==> src/rtl/fifo_sync_flags.sv <==
// Single-clock FIFO with programmable almost-full/almost-empty thresholds,
// fill count, sticky overflow/underflow flags and optional first-word-fall-through read.
module fifo_sync_flags #(
  parameter int unsigned DATA_WIDTH = 32,
  parameter int unsigned FIFO_DEPTH = 8,
  parameter int unsigned AF_LEVEL   = 6,
  parameter int unsigned AE_LEVEL   = 2,
  parameter bit          FWFT       = 1'b0
) (
  input  logic                          clk,
  input  logic                          rst,
  input  logic                          cs,
  input  logic                          wr_en,
  input  logic                          rd_en,
  input  logic [DATA_WIDTH-1:0]         data_in,
  output logic [DATA_WIDTH-1:0]         data_out,
  output logic                          empty,
  output logic                          full,
  output logic                          almost_empty,
  output logic                          almost_full,
  output logic [$clog2(FIFO_DEPTH):0]   count,
  output logic                          overflow,
  output logic                          underflow,
  input  logic                          clr_err
);

  localparam int unsigned PTR_W = $clog2(FIFO_DEPTH);
  localparam int unsigned CNT_W = PTR_W + 1;

  logic [DATA_WIDTH-1:0] mem [FIFO_DEPTH];
  logic [PTR_W-1:0]      wr_ptr;
  logic [PTR_W-1:0]      rd_ptr;

  logic                  wr_acc;
  logic                  rd_acc;
  logic [PTR_W-1:0]      wr_ptr_nxt;
  logic [PTR_W-1:0]      rd_ptr_nxt;
  logic [CNT_W-1:0]      count_nxt;
  logic                  overflow_nxt;
  logic                  underflow_nxt;
  logic [DATA_WIDTH-1:0] data_out_nxt;

  // Accept decisions, next pointers/count/error flags and next read data
  always_comb begin
    wr_acc        = 1'b0;
    rd_acc        = 1'b0;
    wr_ptr_nxt    = wr_ptr;
    rd_ptr_nxt    = rd_ptr;
    count_nxt     = count;
    overflow_nxt  = overflow;
    underflow_nxt = underflow;
    data_out_nxt  = data_out;

    if (rst) begin
      wr_ptr_nxt    = '0;
      rd_ptr_nxt    = '0;
      count_nxt     = '0;
      overflow_nxt  = 1'b0;
      underflow_nxt = 1'b0;
      data_out_nxt  = '0;
    end else begin
      // full/empty reflect the pre-edge count, so a simultaneous op at a limit
      // only lets the side that can make progress through
      wr_acc = cs & wr_en & ~full;
      rd_acc = cs & rd_en & ~empty;

      if (wr_acc) wr_ptr_nxt = wr_ptr + PTR_W'(1);
      if (rd_acc) rd_ptr_nxt = rd_ptr + PTR_W'(1);
      count_nxt = count + CNT_W'(wr_acc) - CNT_W'(rd_acc);

      // set beats clear when both happen in the same cycle
      if (clr_err) begin
        overflow_nxt  = 1'b0;
        underflow_nxt = 1'b0;
      end
      if (cs & wr_en & full)  overflow_nxt  = 1'b1;
      if (cs & rd_en & empty) underflow_nxt = 1'b1;

      if (FWFT) begin
        // show the head word; bypass the write data when it lands on the head slot
        if (count_nxt == '0)
          data_out_nxt = '0;
        else if (wr_acc && (rd_ptr_nxt == wr_ptr))
          data_out_nxt = data_in;
        else
          data_out_nxt = mem[rd_ptr_nxt];
      end else begin
        if (rd_acc) data_out_nxt = mem[rd_ptr];
      end
    end
  end

  // Storage array; never reset
  always_ff @(posedge clk) begin
    if (wr_acc) mem[wr_ptr] <= data_in;
  end

  // Pointers, count, registered flags, errors and read data
  always_ff @(posedge clk) begin
    wr_ptr       <= wr_ptr_nxt;
    rd_ptr       <= rd_ptr_nxt;
    count        <= count_nxt;
    overflow     <= overflow_nxt;
    underflow    <= underflow_nxt;
    data_out     <= data_out_nxt;
    empty        <= (count_nxt == '0);
    full         <= (count_nxt == CNT_W'(FIFO_DEPTH));
    almost_empty <= (count_nxt <= CNT_W'(AE_LEVEL));
    almost_full  <= (count_nxt >= CNT_W'(AF_LEVEL));
  end

endmodule
==> config.mk <==
export PLATFORM = sky130hd
export DESIGN_NAME = fifo_sync_flags
export DESIGN_NICKNAME = d
export VERILOG_FILES = /design/src/rtl/fifo_sync_flags.sv
export SDC_FILE = /design/constraint.sdc
export NUM_CORES = 1
export LEC_CHECK = 0
export ABC_AREA = 1
export CORE_ASPECT_RATIO = 1.4
export CORE_UTILIZATION = 43
export DETAILED_ROUTE_END_ITERATION = 6
export GPL_TIMING_DRIVEN = 0
export PLACE_DENSITY_LB_ADDON = 0.2
export SYNTH_ARGS = -nofsm -noshare
export SYNTH_HDL_FRONTEND = slang
export SYNTH_SLANG_ARGS = --single-unit
==> constraint.sdc <==
create_clock -name clk -period 9 [get_ports clk]
set_clock_uncertainty 0.15 [all_clocks]
set_input_delay 1.8 -clock clk [delete_from_list [all_inputs] [get_ports clk]]
set_output_delay 1.8 -clock clk [all_outputs]
set_load 0.05 [all_outputs]
# Word-level counts from Yosys, hierarchy flattened
# Memories as Yosys holds them, arrays and structs flattened. A register that Yosys moved wholly into a read port is not among the register bits.
# Index checks and enable logic that the tools add are counted.
# Widths: inputs -> output; s select.
# classes
n_addsub,4
order_cmp,2
eq_ne,1
n_mux,7
n_bitwise,8
reduce_logical,3
# op_table
operator,count
$add 3x1->3 const B,2
$and 1x1->1,6
$mux 1,6
$add 4x1->4,1
$eq 4x4->1 const B,1
$ge 4x3->1 const B,1
$le 4x2->1 const B,1
$logic_not 4->1,1
$mux 4,1
$reduce_bool 2->1,2
$sub 4x1->4,1
$not 1->1,2
# word_totals
ff_bits,16
ramBits,256
in_bits,38
n_memories,1
# memory_table
name,words,width,rd,rd_ports_with_merged_regs,wr,line_no,text
mem,8,32,1,1,1,30,logic [DATA_WIDTH-1:0] mem [FIFO_DEPTH];

# Logic depth before layout (Yosys ltp)
# Gate-level depths: netlist of run 1.
# depth
word_depth,6
mapped_depth,12

# Worst setup path before layout of run 1
# Ideal clock, no wire load.
# synth_timing
kind,input-to-reg
from,in wr_en
to,"mem mem[0][0], enable pin"
setup_ns,0.502
arrival_ns,5.330
required_time_ns,8.348
slack_ns,3.019
cell_stages,4
path_cell_list,nand2_1 > nor2_1 > nand2_1 > nor4_1
# synth_via
elab_chain_cells,5
# synth_rtl
item,line_no,text
start: declaration,13,"input logic wr_en,"
$and 1x1->1 (2 in a row),64,wr_acc = cs & wr_en & ~full;
$mux 1,54,if (rst) begin
$mux 1,95,if (wr_acc) mem[wr_ptr] <= data_in;
$mux 1 (implied by the code),95,
end: declaration,30,
# No other way between the ends.

# Final worst setup path of run 1
# layout_timing
from,in rst
to,"mem mem[0][27], enable pin"
# layout_via
elab_chain_cells,3
# layout_rtl
item,line_no,text
start: declaration,11,"input logic rst,"
$mux 1,54,
$mux 1,95,
$mux 1 (implied by the code),95,
# No other way between the ends.

==> report_table.html, run 1 <==
<table>
<tr><th>Metric</th><th>Value</th></tr>
<tr><th colspan="2">Cells and area</th></tr>
<tr><td>Share of final-layout standard cells stronger than drive strength 1</td><td>9.54%</td></tr>
<tr><td>Commonest cells after routing, fill and taps aside</td><td>306 x nand2_1, 274 x inv_1, 256 x edfxtp_1</td></tr>
<tr><td>Final Net Count</td><td>1438</td></tr>
<tr><td>Number of diodes</td><td>0</td></tr>
<tr><td>Leading cell type in the layout, fill and taps excluded</td><td>nand2_1</td></tr>
<tr><td>Final Util</td><td>52.7%</td></tr>
<tr><td>Post-synthesis to final-layout area growth</td><td>20.5%</td></tr>
<tr><th colspan="2">Logic synthesis</th></tr>
<tr><td>Post-synthesis area per instance</td><td>10.2 um2</td></tr>
<tr><td>Sequential fraction of the synthesis area</td><td>67.6%</td></tr>
<tr><td>Cell area after technology mapping</td><td>12800 um2</td></tr>
<tr><td>Count of unique library cells instantiated by Yosys</td><td>24</td></tr>
<tr><td>Gate count after technology mapping</td><td>1250</td></tr>
<tr><td>Yosys warns</td><td>0</td></tr>
<tr><td>FF+latch count, synth</td><td>304</td></tr>
<tr><td>Synthesized Nets</td><td>1295</td></tr>
<tr><th colspan="2">Timing</th></tr>
<tr><td>Number of pins exceeding their max-slew limit in the final report</td><td>0</td></tr>
<tr><td>Setup repair after global routing missed its margin</td><td>false</td></tr>
<tr><td>Peak Freq</td><td>232 MHz</td></tr>
<tr><td>Slew at the pin with the worst max-slew slack</td><td>0.923 ns</td></tr>
<tr><td>Final worst slack</td><td>4.69 ns</td></tr>
<tr><td># setup viols final</td><td>0</td></tr>
<tr><td>Relative slew slack</td><td>38.0%</td></tr>
<tr><td>Post-route setup TNS</td><td>0 ns</td></tr>
<tr><td>Period utilisation layout</td><td>47.9%</td></tr>
<tr><td>Hold Fails Final Rpt</td><td>0</td></tr>
<tr><td>Post-route minimum period</td><td>4.31 ns</td></tr>
<tr><th colspan="2">Run status</th></tr>
<tr><td>Outcome</td><td>finished, final reports clean</td></tr>
<tr><th colspan="2">Critical path</th></tr>
<tr><td>Depth of the worst register-to-register path</td><td>5</td></tr>
<tr><td>Required time at the endpoint of the critical path</td><td>9.11 ns</td></tr>
<tr><td>Register-to-register path setup slack</td><td>6.36 ns</td></tr>
<tr><td>Crit path arrival time</td><td>4.42 ns</td></tr>
<tr><td>Reg-to-reg critical path endpoint</td><td>mem[0][27]</td></tr>
<tr><td>Maximum net fanout on the critical path</td><td>10</td></tr>
<tr><td>Nature of the critical path startpoint</td><td>primary input</td></tr>
<tr><td>R2R Path Start</td><td>full</td></tr>
<tr><td>Critical path start-end classification</td><td>in2reg</td></tr>
<tr><td>Type of element capturing the critical path</td><td>register</td></tr>
<tr><th colspan="2">Pwr</th></tr>
<tr><td>Power density relative to cell area</td><td>228 nW/um2</td></tr>
<tr><td>Leakage power of the design</td><td>6.66 nW</td></tr>
<tr><td>Max IR drop VDD</td><td>168 uV</td></tr>
<tr><th colspan="2">Die</th></tr>
<tr><td>Floorplan die area</td><td>30500 um2</td></tr>
<tr><td>Total number of placement rows</td><td>74</td></tr>
<tr><td>I/O pin count</td><td>80</td></tr>
<tr><td>Height of the die</td><td>206 um</td></tr>
<tr><td>Initial cell density of the core</td><td>43.7%</td></tr>
<tr><td>Floorplan Core Area</td><td>29300 um2</td></tr>
<tr><td>Horizontal die dimension</td><td>148 um</td></tr>
<tr><th colspan="2">Routing</th></tr>
<tr><td>Total number of vias</td><td>8903</td></tr>
<tr><td>Via-per-instance ratio</td><td>4.96</td></tr>
<tr><td>Post-route antenna net violation count</td><td>0</td></tr>
<tr><td>DRC violations left</td><td>0</td></tr>
<tr><td>Drt first pass iters</td><td>5</td></tr>
<tr><td>Sum of routed wire length over all layers</td><td>32.1 mm</td></tr>
<tr><td>Drt first-iter violations</td><td>707</td></tr>
<tr><td>Average routed wire per standard cell</td><td>17.9 um</td></tr>
<tr><th colspan="2">GRT</th></tr>
<tr><td>Total Routing Usage GR</td><td>21.8%</td></tr>
<tr><td>Largest net degree at the start of global routing</td><td>16</td></tr>
<tr><td>Wire length of the first global-routing pass</td><td>49.2 mm</td></tr>
<tr><td>Initial antenna violation count</td><td>0</td></tr>
<tr><td>GR Overflow Total</td><td>0</td></tr>
<tr><td>Number of global-route vias before repair</td><td>8653</td></tr>
<tr><th colspan="2">CTS</th></tr>
<tr><td>Maximum root-to-sink buffer count</td><td>3</td></tr>
<tr><td>Quantity of gates resized following cts</td><td>0</td></tr>
<tr><td>Clock Pin Slew Worst Setup and Hold Paths</td><td>0.07 ns</td></tr>
<tr><td>Worst skew pair latency</td><td>0.56 ns</td></tr>
<tr><td>H-tree lvl count</td><td>1</td></tr>
<tr><td>Cts bufs inserted</td><td>29</td></tr>
<tr><td>Sinks on the clock net</td><td>304</td></tr>
<tr><td>Number of setup buffers added after CTS</td><td>0</td></tr>
<tr><td>Number of buffers inserted for hold repair after clock tree synthesis</td><td>0</td></tr>
<tr><td>Clock root cell</td><td>clkbuf_16</td></tr>
<tr><td>TritonCTS clock tree</td><td>built</td></tr>
<tr><th colspan="2">Hold path</th></tr>
<tr><td>Min-Delay Path Depth</td><td>2</td></tr>
<tr><td>End point of the worst hold path</td><td>underflow</td></tr>
<tr><td>HP Class</td><td>reg2reg</td></tr>
<tr><td>Hold Crit Start</td><td>underflow</td></tr>
<tr><th colspan="2">Placement</th></tr>
<tr><td>Sum of net half-perimeters after detailed placement</td><td>21.8 mm</td></tr>
<tr><td># port buffers</td><td>79</td></tr>
<tr><td>Post-Place Setup Slack</td><td>4.07 ns</td></tr>
<tr><td>Routability cong.</td><td>0.816</td></tr>
<tr><th colspan="2">Job</th></tr>
<tr><td>Number of max-cap violations</td><td>0</td></tr>
</table>
## cells in the mapped netlist, drive strengths merged
cell / count / share of area [%]
xor2: 1 / 0.068
nor3: 6 / 0.23
ha: 6 / 0.59
buf: 50 / 2.6
fa: 1 / 0.16
a21oi: 43 / 1.7
nand2: 306 / 9.0
o21ai: 36 / 1.4
edfxtp: 256 / 60
inv: 275 / 8.1
or2: 1 / 0.049
nand3: 199 / 7.8
nor4: 2 / 0.098
nand2b: 1 / 0.049
clkbuf: 11 / 0.33
dfxtp: 48 / 7.5
nor2: 8 / 0.29
## power by group
part	switching (mW)	total [mW]	internal (mW)
Clock	0.518	1.25	0.736
Combinational	0.445	0.654	0.210
Sequential	0.0281	1.61	1.58
Total	0.991	3.52	2.52
## area by class of cell
type	instances	area, um2
clock inverters	15	174
fillers	2595	13800
repair buffers	112	1130
multi-input cells	610	2780
clock buffers	38	800
inverters	275	1030
plain buffers	61	375
flip-flops and latches	304	8650
well taps	380	475
## flip-flops by register name (all words and copies together) (netlist names)
register	count
rd_ptr	3
wr_ptr	3
mem	256
count	4
underflow	1
almost_full	1
full	1
overflow	1
almost_empty	1
empty	1
data_out	32
## kinds of logic (layout without fill, tap and decap cells)
| kind of cell | count (synthesis) | in the layout | synth area share (%) |
|---|---|---|---|
| compound gates | 79 | 79 | 3.09 |
| xor+xnor | 1 | 1 | 0.0685 |
| fa+ha+maj | 7 | 7 | 0.743 |
| buf+inv | 336 | 501 | 11.0 |
| flops | 304 | 304 | 67.6 |
| simple gates | 523 | 523 | 17.5 |
## per-layer routing
| metal | wire length (um) | track usage [%] | up-vias | share of wire (%) |
|---|---|---|---|---|
| met5 | 0 | 0 | - | 0 |
| met4 | 1180 | 9.17 | 0 | 3.7 |
| met3 | 1840 | 2.80 | 80 | 5.7 |
| met2 | 16000 | 38.4 | 308 | 50 |
| met1 | 13100 | 26.9 | 4224 | 41 |
| li1 | - | - | 4291 | - |
## worst max path at each step
stage / from / to / slack, ns / cells past startpoint
floorplan: wr_en / mem[0][0] / 3.02 / 4
global placement: rst / mem[0][27] / -1.04 / 5
detailed placement: rst / mem[0][27] / 4.07 / 7
CTS: rst / mem[0][26] / 4.63 / 7
global route: rst / mem[0][26] / 4.50 / 7
finish: rst / mem[0][27] / 4.69 / 7
## stage by stage
| stage | total power [mW] | hold slack (ns) | cell area, um2 | std cells |
|---|---|---|---|---|
| 2_1_floorplan | 2.05 | 0.342 | 12800 | 1250 |
| 3_3_place_gp | 2.28 | 0.305 | 14100 | 1709 |
| 3_5_place_dp | 2.29 | 0.315 | 14400 | 1742 |
| 4_1_cts | 3.53 | 0.324 | 15400 | 1795 |
| 5_1_grt | 3.65 | 0.344 | 15400 | 1795 |
| 6_report | 3.52 | 0.316 | 15400 | 1795 |
## worst max-delay path, cell delays in order
cell and delay [ns]:
clkdlybuf4s50_1 0.55, inv_1 0.26, clkbuf_2 0.28, nand2_1 0.26, nor4_2 0.76, buf_4 0.32, buf_4 0.18
No activity file was read; power rests on OpenSTA's default activity.
==> run 2: changes to the inputs <==
==> constraint.sdc (replaced) <==
create_clock -name clk -period 3.7 [get_ports clk]
set_clock_uncertainty 0.15 [all_clocks]
set_input_delay 0.74 -clock clk [delete_from_list [all_inputs] [get_ports clk]]
set_output_delay 0.74 -clock clk [all_outputs]
set_load 0.05 [all_outputs]
==> run 2 against run 1 <==
Critical path depth unchanged; sequential share of layout area up 0.22 points; first-iteration DRC count down 10%; hold slack better by 0.0019 ns; largest power group unchanged; routed wire length down 0.43%.
==> report_table.html, run 2 (synthesis gave the netlist of run 1 again) <==
<table>
<tr><th>Metric</th><th>Value</th></tr>
<tr><th colspan="2">Routing</th></tr>
<tr><td>Via-per-instance ratio</td><td>4.98</td></tr>
<tr><td>DRC violations left</td><td>0</td></tr>
<tr><td>Sum of routed wire length over all layers</td><td>32.0 mm</td></tr>
<tr><td>Average routed wire per standard cell</td><td>17.9 um</td></tr>
<tr><td>Post-route antenna net violation count</td><td>0</td></tr>
<tr><td>Drt first-iter violations</td><td>634</td></tr>
<tr><td>Drt first pass iters</td><td>7</td></tr>
<tr><td>Total number of vias</td><td>8916</td></tr>
<tr><th colspan="2">GRT</th></tr>
<tr><td>Met2 capacity usage during global routing</td><td>38.7%</td></tr>
<tr><td>Met3 demand-to-capacity share in global routing</td><td>2.80%</td></tr>
<tr><td>Met1 track demand over resource</td><td>26.4%</td></tr>
<tr><td>Number of global-route vias before repair</td><td>8935</td></tr>
<tr><td>Wire length of the first global-routing pass</td><td>49.5 mm</td></tr>
<tr><td>Initial antenna violation count</td><td>0</td></tr>
<tr><td>Largest net degree at the start of global routing</td><td>15</td></tr>
<tr><td>GR Overflow Total</td><td>0</td></tr>
<tr><td>Global route hottest layer</td><td>met2</td></tr>
<tr><td>Total Routing Usage GR</td><td>21.8%</td></tr>
<tr><th colspan="2">Placement</th></tr>
<tr><td>Sum of net half-perimeters after detailed placement</td><td>21.7 mm</td></tr>
<tr><td>Routability cong.</td><td>0.779</td></tr>
<tr><td>Area post-placement</td><td>14500 um2</td></tr>
<tr><td>Placed Instances</td><td>1738</td></tr>
<tr><td># port buffers</td><td>79</td></tr>
<tr><th colspan="2">Die</th></tr>
<tr><td>I/O pin count</td><td>80</td></tr>
<tr><td>Floorplan die area</td><td>30500 um2</td></tr>
<tr><td>Floorplan Core Area</td><td>29300 um2</td></tr>
<tr><td>Height of the die</td><td>206 um</td></tr>
<tr><td>Horizontal die dimension</td><td>148 um</td></tr>
<tr><td>Initial cell density of the core</td><td>43.7%</td></tr>
<tr><td>Total number of placement rows</td><td>74</td></tr>
<tr><th colspan="2">Cells and area</th></tr>
<tr><td>Largest register by flop count</td><td>mem</td></tr>
<tr><td>Share of final-layout standard cells stronger than drive strength 1</td><td>8.65%</td></tr>
<tr><td>Final Net Count</td><td>1434</td></tr>
<tr><td>Biggest registers after layout</td><td>mem x256, data_out x32, count x4</td></tr>
<tr><td>Design area</td><td>15400 um2</td></tr>
<tr><td>Number of flip-flops under the largest register name</td><td>256</td></tr>
<tr><td>Commonest cells after routing, fill and taps aside</td><td>306 x nand2_1, 274 x inv_1, 256 x edfxtp_1</td></tr>
<tr><td>Number of diodes</td><td>0</td></tr>
<tr><td>Final Util</td><td>52.5%</td></tr>
<tr><td>Final standard cell count with taps included and fillers excluded</td><td>1791</td></tr>
<tr><td>Post-synthesis to final-layout area growth</td><td>20.0%</td></tr>
<tr><td>Leading cell type in the layout, fill and taps excluded</td><td>nand2_1</td></tr>
<tr><td>Fill count</td><td>2571</td></tr>
<tr><th colspan="2">Hold path</th></tr>
<tr><td>HP Class</td><td>reg2reg</td></tr>
<tr><th colspan="2">CTS</th></tr>
<tr><td>Number of buffers inserted for hold repair after clock tree synthesis</td><td>0</td></tr>
<tr><td>Clock root cell</td><td>clkbuf_16</td></tr>
<tr><td>H-tree lvl count</td><td>1</td></tr>
<tr><td>TritonCTS clock tree</td><td>built</td></tr>
<tr><td>Maximum root-to-sink buffer count</td><td>3</td></tr>
<tr><td>Quantity of gates resized following cts</td><td>0</td></tr>
<tr><td>Cts bufs inserted</td><td>29</td></tr>
<tr><td>Sinks on the clock net</td><td>304</td></tr>
<tr><td>Clock Pin Slew Worst Setup and Hold Paths</td><td>0.06 ns</td></tr>
<tr><td>Worst skew pair latency</td><td>0.56 ns</td></tr>
<tr><td>Number of setup buffers added after CTS</td><td>0</td></tr>
<tr><th colspan="2">Critical path</th></tr>
<tr><td>Maximum net fanout on the critical path</td><td>10</td></tr>
<tr><td>Critical path start-end classification</td><td>in2reg</td></tr>
<tr><td>Crit path arrival time</td><td>3.42 ns</td></tr>
<tr><td>Required time at the endpoint of the critical path</td><td>3.81 ns</td></tr>
<tr><td>Nature of the critical path startpoint</td><td>primary input</td></tr>
<tr><td>Type of element capturing the critical path</td><td>register</td></tr>
<tr><th colspan="2">Timing</th></tr>
<tr><td>Relative slew slack</td><td>34.4%</td></tr>
<tr><td>Hold Fails Final Rpt</td><td>0</td></tr>
<tr><td>Peak Freq</td><td>302 MHz</td></tr>
<tr><td>Number of pins exceeding their max-slew limit in the final report</td><td>0</td></tr>
<tr><td>Period utilisation layout</td><td>89.4%</td></tr>
<tr><td># setup viols final</td><td>0</td></tr>
<tr><td>Slew at the pin with the worst max-slew slack</td><td>0.978 ns</td></tr>
<tr><td>Setup repair after global routing missed its margin</td><td>false</td></tr>
<tr><td>WHS</td><td>0.318 ns</td></tr>
<tr><td>Post-route minimum period</td><td>3.31 ns</td></tr>
<tr><th colspan="2">Pwr</th></tr>
<tr><td>Leakage power of the design</td><td>6.59 nW</td></tr>
<tr><td>Overall power after layout</td><td>8.33 mW</td></tr>
<tr><td>Max IR drop VDD</td><td>284 uV</td></tr>
<tr><td>Power density relative to cell area</td><td>542 nW/um2</td></tr>
<tr><th colspan="2">Job</th></tr>
<tr><td>Number of max-cap violations</td><td>0</td></tr>
<tr><th colspan="2">Run status</th></tr>
<tr><td>Outcome</td><td>finished, final reports clean</td></tr>
</table>
==> run 2: cell count changes in the layout (fill, tap and decap cells not counted), sizes merged <==
cell	before	now
buf	83	79
clkbuf	49	52
clkinv	10	7
bufinv	4	2
clkinvlp	1	3
==> run 2: worst max-delay path, cell delays in order <==
cell and delay, ns:
clkdlybuf4s50_1 0.55, inv_1 0.26, clkbuf_2 0.28, nand2_1 0.28, nor3_2 0.83, buf_6 0.28
buf_6 0.19
==> run 2: final cells by class <==
| cell class | instances | area [um2] | share of cell area (%) |
|---|---|---|---|
| inverters | 275 | 1030 | 6.72 |
| flip-flops and latches | 304 | 8650 | 56.3 |
| multi-input cells | 610 | 2800 | 18.2 |
| clock inverters | 12 | 110 | 0.717 |
| clock buffers | 41 | 781 | 5.08 |
| plain buffers | 61 | 375 | 2.44 |
| repair buffers | 108 | 1140 | 7.40 |
| well taps | 380 | 475 | 3.10 |
==> run 2: power by group <==
part / internal, mW / switching, mW / leakage [nW]
Clock: 1.60 / 1.23 / 0.420
Combinational: 0.510 / 1.07 / 3.47
Sequential: 3.84 / 0.0702 / 2.70
==> run 2: stage by stage <==
stage,setup WS (ns),TNS (ns)
global route,0.254,0
global placement,-3.73,-845.79
CTS,0.387,0
finish,0.391,0
floorplan,-0.335,-64.39
detailed placement,-0.177,-1.58
==> run 2: per-layer routing <==
layer,up-vias,routed length (um)
li1,4285,-
met1,4274,13100
met2,275,16100
met3,82,1680
met4,0,1120
met5,-,0
==> run 2: final timing paths <==
path | startpoint | endpoint | slack, ns | cells after the start
max | rst | mem[6][28] | 0.39 | 7
min | overflow | overflow | 0.32 | 2
max reg2reg | full | mem[6][28] | 0.98 | 5
min reg2reg | overflow | overflow | 0.32 | 2
==> run 3: changes to the inputs <==
--- a/config.mk
+++ b/config.mk
@@ -6,8 +6,10 @@
 export NUM_CORES = 1
 export LEC_CHECK = 0
 export ABC_AREA = 1
+export CELL_PAD_IN_SITES_DETAIL_PLACEMENT = 1
+export CELL_PAD_IN_SITES_GLOBAL_PLACEMENT = 1
 export CORE_ASPECT_RATIO = 1.4
-export CORE_UTILIZATION = 43
+export CORE_UTILIZATION = 42
 export DETAILED_ROUTE_END_ITERATION = 6
 export GPL_TIMING_DRIVEN = 0
 export PLACE_DENSITY_LB_ADDON = 0.2
==> run 3 against run 2 <==
Die area grew 2.4%; core utilization decreased by 0.39 points; routed wire length increased by 16%; cell count increased by 0.45%; sequential power about the same.
==> report_table.html, run 3 (synthesis gave the netlist of run 1 again) <==
<table>
<tr><th>Metric</th><th>Value</th></tr>
<tr><th colspan="2">Run status</th></tr>
<tr><td>Outcome</td><td>finished, final reports clean</td></tr>
<tr><th colspan="2">Timing</th></tr>
<tr><td>Relative slew slack</td><td>38.6%</td></tr>
<tr><td>Post-route setup TNS</td><td>0 ns</td></tr>
<tr><td>Slew at the pin with the worst max-slew slack</td><td>0.921 ns</td></tr>
<tr><td>Hold Fails Final Rpt</td><td>0</td></tr>
<tr><td>Post-route minimum period</td><td>3.53 ns</td></tr>
<tr><td>Final worst slack</td><td>0.169 ns</td></tr>
<tr><td>Number of pins exceeding their max-slew limit in the final report</td><td>0</td></tr>
<tr><td>Period utilisation layout</td><td>95.4%</td></tr>
<tr><td>Setup repair after global routing missed its margin</td><td>false</td></tr>
<tr><td># setup viols final</td><td>0</td></tr>
<tr><td>Peak Freq</td><td>283 MHz</td></tr>
<tr><th colspan="2">Cells and area</th></tr>
<tr><td>Largest register by flop count</td><td>mem</td></tr>
<tr><td>Post-synthesis to final-layout area growth</td><td>21.9%</td></tr>
<tr><td>Biggest registers after layout</td><td>mem x256, data_out x32, count x4</td></tr>
<tr><td>Final standard cell count with taps included and fillers excluded</td><td>1799</td></tr>
<tr><td>Leading cell type in the layout, fill and taps excluded</td><td>nand2_1</td></tr>
<tr><td>Share of final-layout standard cells stronger than drive strength 1</td><td>9.62%</td></tr>
<tr><td>Final Net Count</td><td>1435</td></tr>
<tr><td>Commonest cells after routing, fill and taps aside</td><td>306 x nand2_1, 274 x inv_1, 256 x edfxtp_1</td></tr>
<tr><td>Number of flip-flops under the largest register name</td><td>256</td></tr>
<tr><td>Number of diodes</td><td>0</td></tr>
<tr><th colspan="2">CTS</th></tr>
<tr><td>Sinks on the clock net</td><td>304</td></tr>
<tr><td>Number of setup buffers added after CTS</td><td>0</td></tr>
<tr><td>Quantity of gates resized following cts</td><td>0</td></tr>
<tr><td>H-tree lvl count</td><td>1</td></tr>
<tr><td>Clock root cell</td><td>clkbuf_16</td></tr>
<tr><td>Worst skew pair latency</td><td>0.57 ns</td></tr>
<tr><td>Cts bufs inserted</td><td>30</td></tr>
<tr><td>Number of buffers inserted for hold repair after clock tree synthesis</td><td>0</td></tr>
<tr><td>Clock Pin Slew Worst Setup and Hold Paths</td><td>0.06 ns</td></tr>
<tr><td>Maximum root-to-sink buffer count</td><td>3</td></tr>
<tr><td>TritonCTS clock tree</td><td>built</td></tr>
<tr><th colspan="2">Pwr</th></tr>
<tr><td>Internal power</td><td>6.42 mW</td></tr>
<tr><td>Share of power burned in the clock network</td><td>38.0%</td></tr>
<tr><td>Power density relative to cell area</td><td>576 nW/um2</td></tr>
<tr><td>Sequential share of power</td><td>43.6%</td></tr>
<tr><td>Max IR drop VDD</td><td>344 uV</td></tr>
<tr><td>Leakage power of the design</td><td>6.70 nW</td></tr>
<tr><td>Switch share</td><td>28.5%</td></tr>
<tr><td>Switching component of the power</td><td>2.56 mW</td></tr>
<tr><td>Proportion of power drawn by combinational gates</td><td>18.4%</td></tr>
<tr><th colspan="2">Hold path</th></tr>
<tr><td>End point of the worst hold path</td><td>underflow</td></tr>
<tr><td>Min-Delay Path Depth</td><td>2</td></tr>
<tr><td>Hold Crit Start</td><td>underflow</td></tr>
<tr><td>HP Class</td><td>reg2reg</td></tr>
<tr><th colspan="2">Critical path</th></tr>
<tr><td>Type of element capturing the critical path</td><td>register</td></tr>
<tr><td>Crit path arrival time</td><td>3.66 ns</td></tr>
<tr><td>Required time at the endpoint of the critical path</td><td>3.83 ns</td></tr>
<tr><td>Reg-to-reg critical path endpoint</td><td>mem[7][4]</td></tr>
<tr><td>R2R Path Start</td><td>full</td></tr>
<tr><td>Register-to-register path setup slack</td><td>0.94 ns</td></tr>
<tr><td>Depth of the worst register-to-register path</td><td>6</td></tr>
<tr><td>Maximum net fanout on the critical path</td><td>10</td></tr>
<tr><td>Critical path start-end classification</td><td>in2reg</td></tr>
<tr><td>Nature of the critical path startpoint</td><td>primary input</td></tr>
<tr><th colspan="2">Die</th></tr>
<tr><td>Total number of placement rows</td><td>75</td></tr>
<tr><td>I/O pin count</td><td>80</td></tr>
<tr><td>Floorplan Core Area</td><td>29900 um2</td></tr>
<tr><td>Floorplan die area</td><td>31200 um2</td></tr>
<tr><td>Height of the die</td><td>208 um</td></tr>
<tr><td>Horizontal die dimension</td><td>149 um</td></tr>
<tr><td>Initial cell density of the core</td><td>42.7%</td></tr>
<tr><th colspan="2">Routing</th></tr>
<tr><td>Sum of routed wire length over all layers</td><td>37.1 mm</td></tr>
<tr><td>Drt first pass iters</td><td>5</td></tr>
<tr><td>Post-route antenna net violation count</td><td>0</td></tr>
<tr><td>Average routed wire per standard cell</td><td>20.6 um</td></tr>
<tr><td>DRC violations left</td><td>0</td></tr>
<tr><td>Drt first-iter violations</td><td>550</td></tr>
<tr><td>Via-per-instance ratio</td><td>5.13</td></tr>
<tr><td>Total number of vias</td><td>9227</td></tr>
<tr><th colspan="2">Placement</th></tr>
<tr><td>Placed Instances</td><td>1743</td></tr>
<tr><td>Routability cong.</td><td>0.769</td></tr>
<tr><td>Sum of net half-perimeters after detailed placement</td><td>25.3 mm</td></tr>
<tr><td># port buffers</td><td>79</td></tr>
<tr><td>Post-Place Setup Slack</td><td>-0.391 ns</td></tr>
<tr><th colspan="2">GRT</th></tr>
<tr><td>GR Overflow Total</td><td>0</td></tr>
<tr><td>Total Routing Usage GR</td><td>24.5%</td></tr>
<tr><td>Largest net degree at the start of global routing</td><td>16</td></tr>
<tr><td>Initial antenna violation count</td><td>0</td></tr>
<tr><td>Wire length of the first global-routing pass</td><td>56.0 mm</td></tr>
<tr><td>Number of global-route vias before repair</td><td>9779</td></tr>
<tr><th colspan="2">Job</th></tr>
<tr><td>Number of max-cap violations</td><td>0</td></tr>
</table>
[run 3: cell types whose count changed in the layout (fill, tap and decap cells not counted), moves of 2 or more]
cell / before / now
clkbuf_1: 21 / 14
buf_6: 37 / 33
clkbuf_16: 29 / 31
clkinv_4: 0 / 2
clkinv_1: 6 / 2
clkinv_2: 1 / 3
buf_8: 5 / 9
bufinv_16: 2 / 7
[run 3: critical path, cell delays in order]
cell and delay [ns]:
clkdlybuf4s50_1 0.57, inv_1 0.33, clkbuf_2 0.35, nand2_1 0.31, nor3_2 0.73, buf_6 0.27
buf_8 0.17, buf_6 0.16
[run 3: final cells by class]
class                           instances  area (um2)
Clock buffer                           37         818
Fill cell                            3245       14300
Timing Repair Buffer                  108        1150
Inverter                              275        1030
Buffer                                 61         375
Sequential cell                       304        8650
Tap cell                              385         482
Multi-Input combinational cell        610        2800
Clock inverter                         19         289
[run 3: stage by stage]
stage | utilization [%] | hold WS [ns] | power, mW | cell area (um2)
after floorplan | - | 0.362 | 4.99 | 12800
after global placement | 47.0 | 0.308 | 5.58 | 14100
after detailed placement | 48.4 | 0.320 | 5.63 | 14500
after CTS | 52.1 | 0.330 | 9.02 | 15600
after global routing | 52.1 | 0.340 | 9.25 | 15600
final | 52.1 | 0.326 | 8.98 | 15600
[run 3: worst max-delay path by stage]
| stage | startpoint | end | slack [ns] |
|---|---|---|---|
| 6_report | rst | mem[7][4] | 0.17 |
| 5_1_grt | rst | mem[7][5] | 0.004 |
| 4_1_cts | rst | mem[7][1] | 0.18 |
| 3_5_place_dp | rst | mem[7][5] | -0.39 |
| 3_3_place_gp | rst | mem[7][5] | -4.03 |
| 2_1_floorplan | wr_en | mem[2][0] | -0.34 |
[run 3: power by group through the flow]
stage	clock network, mW	registers (mW)	logic (mW)
after global routing	3.54	3.92	1.78
after detailed placement	0	3.99	1.65
final	3.41	3.91	1.66
after floorplan	0	4.29	0.700
after CTS	3.44	3.91	1.67
after global placement	0	3.98	1.59
[run 3: layer usage]
layer	vias up	wire (um)	track usage, %
li1	4296	-	-
met1	4582	14800	29.3
met2	268	19300	44.4
met3	81	1570	2.17
met4	0	1380	10.6
met5	-	0	0
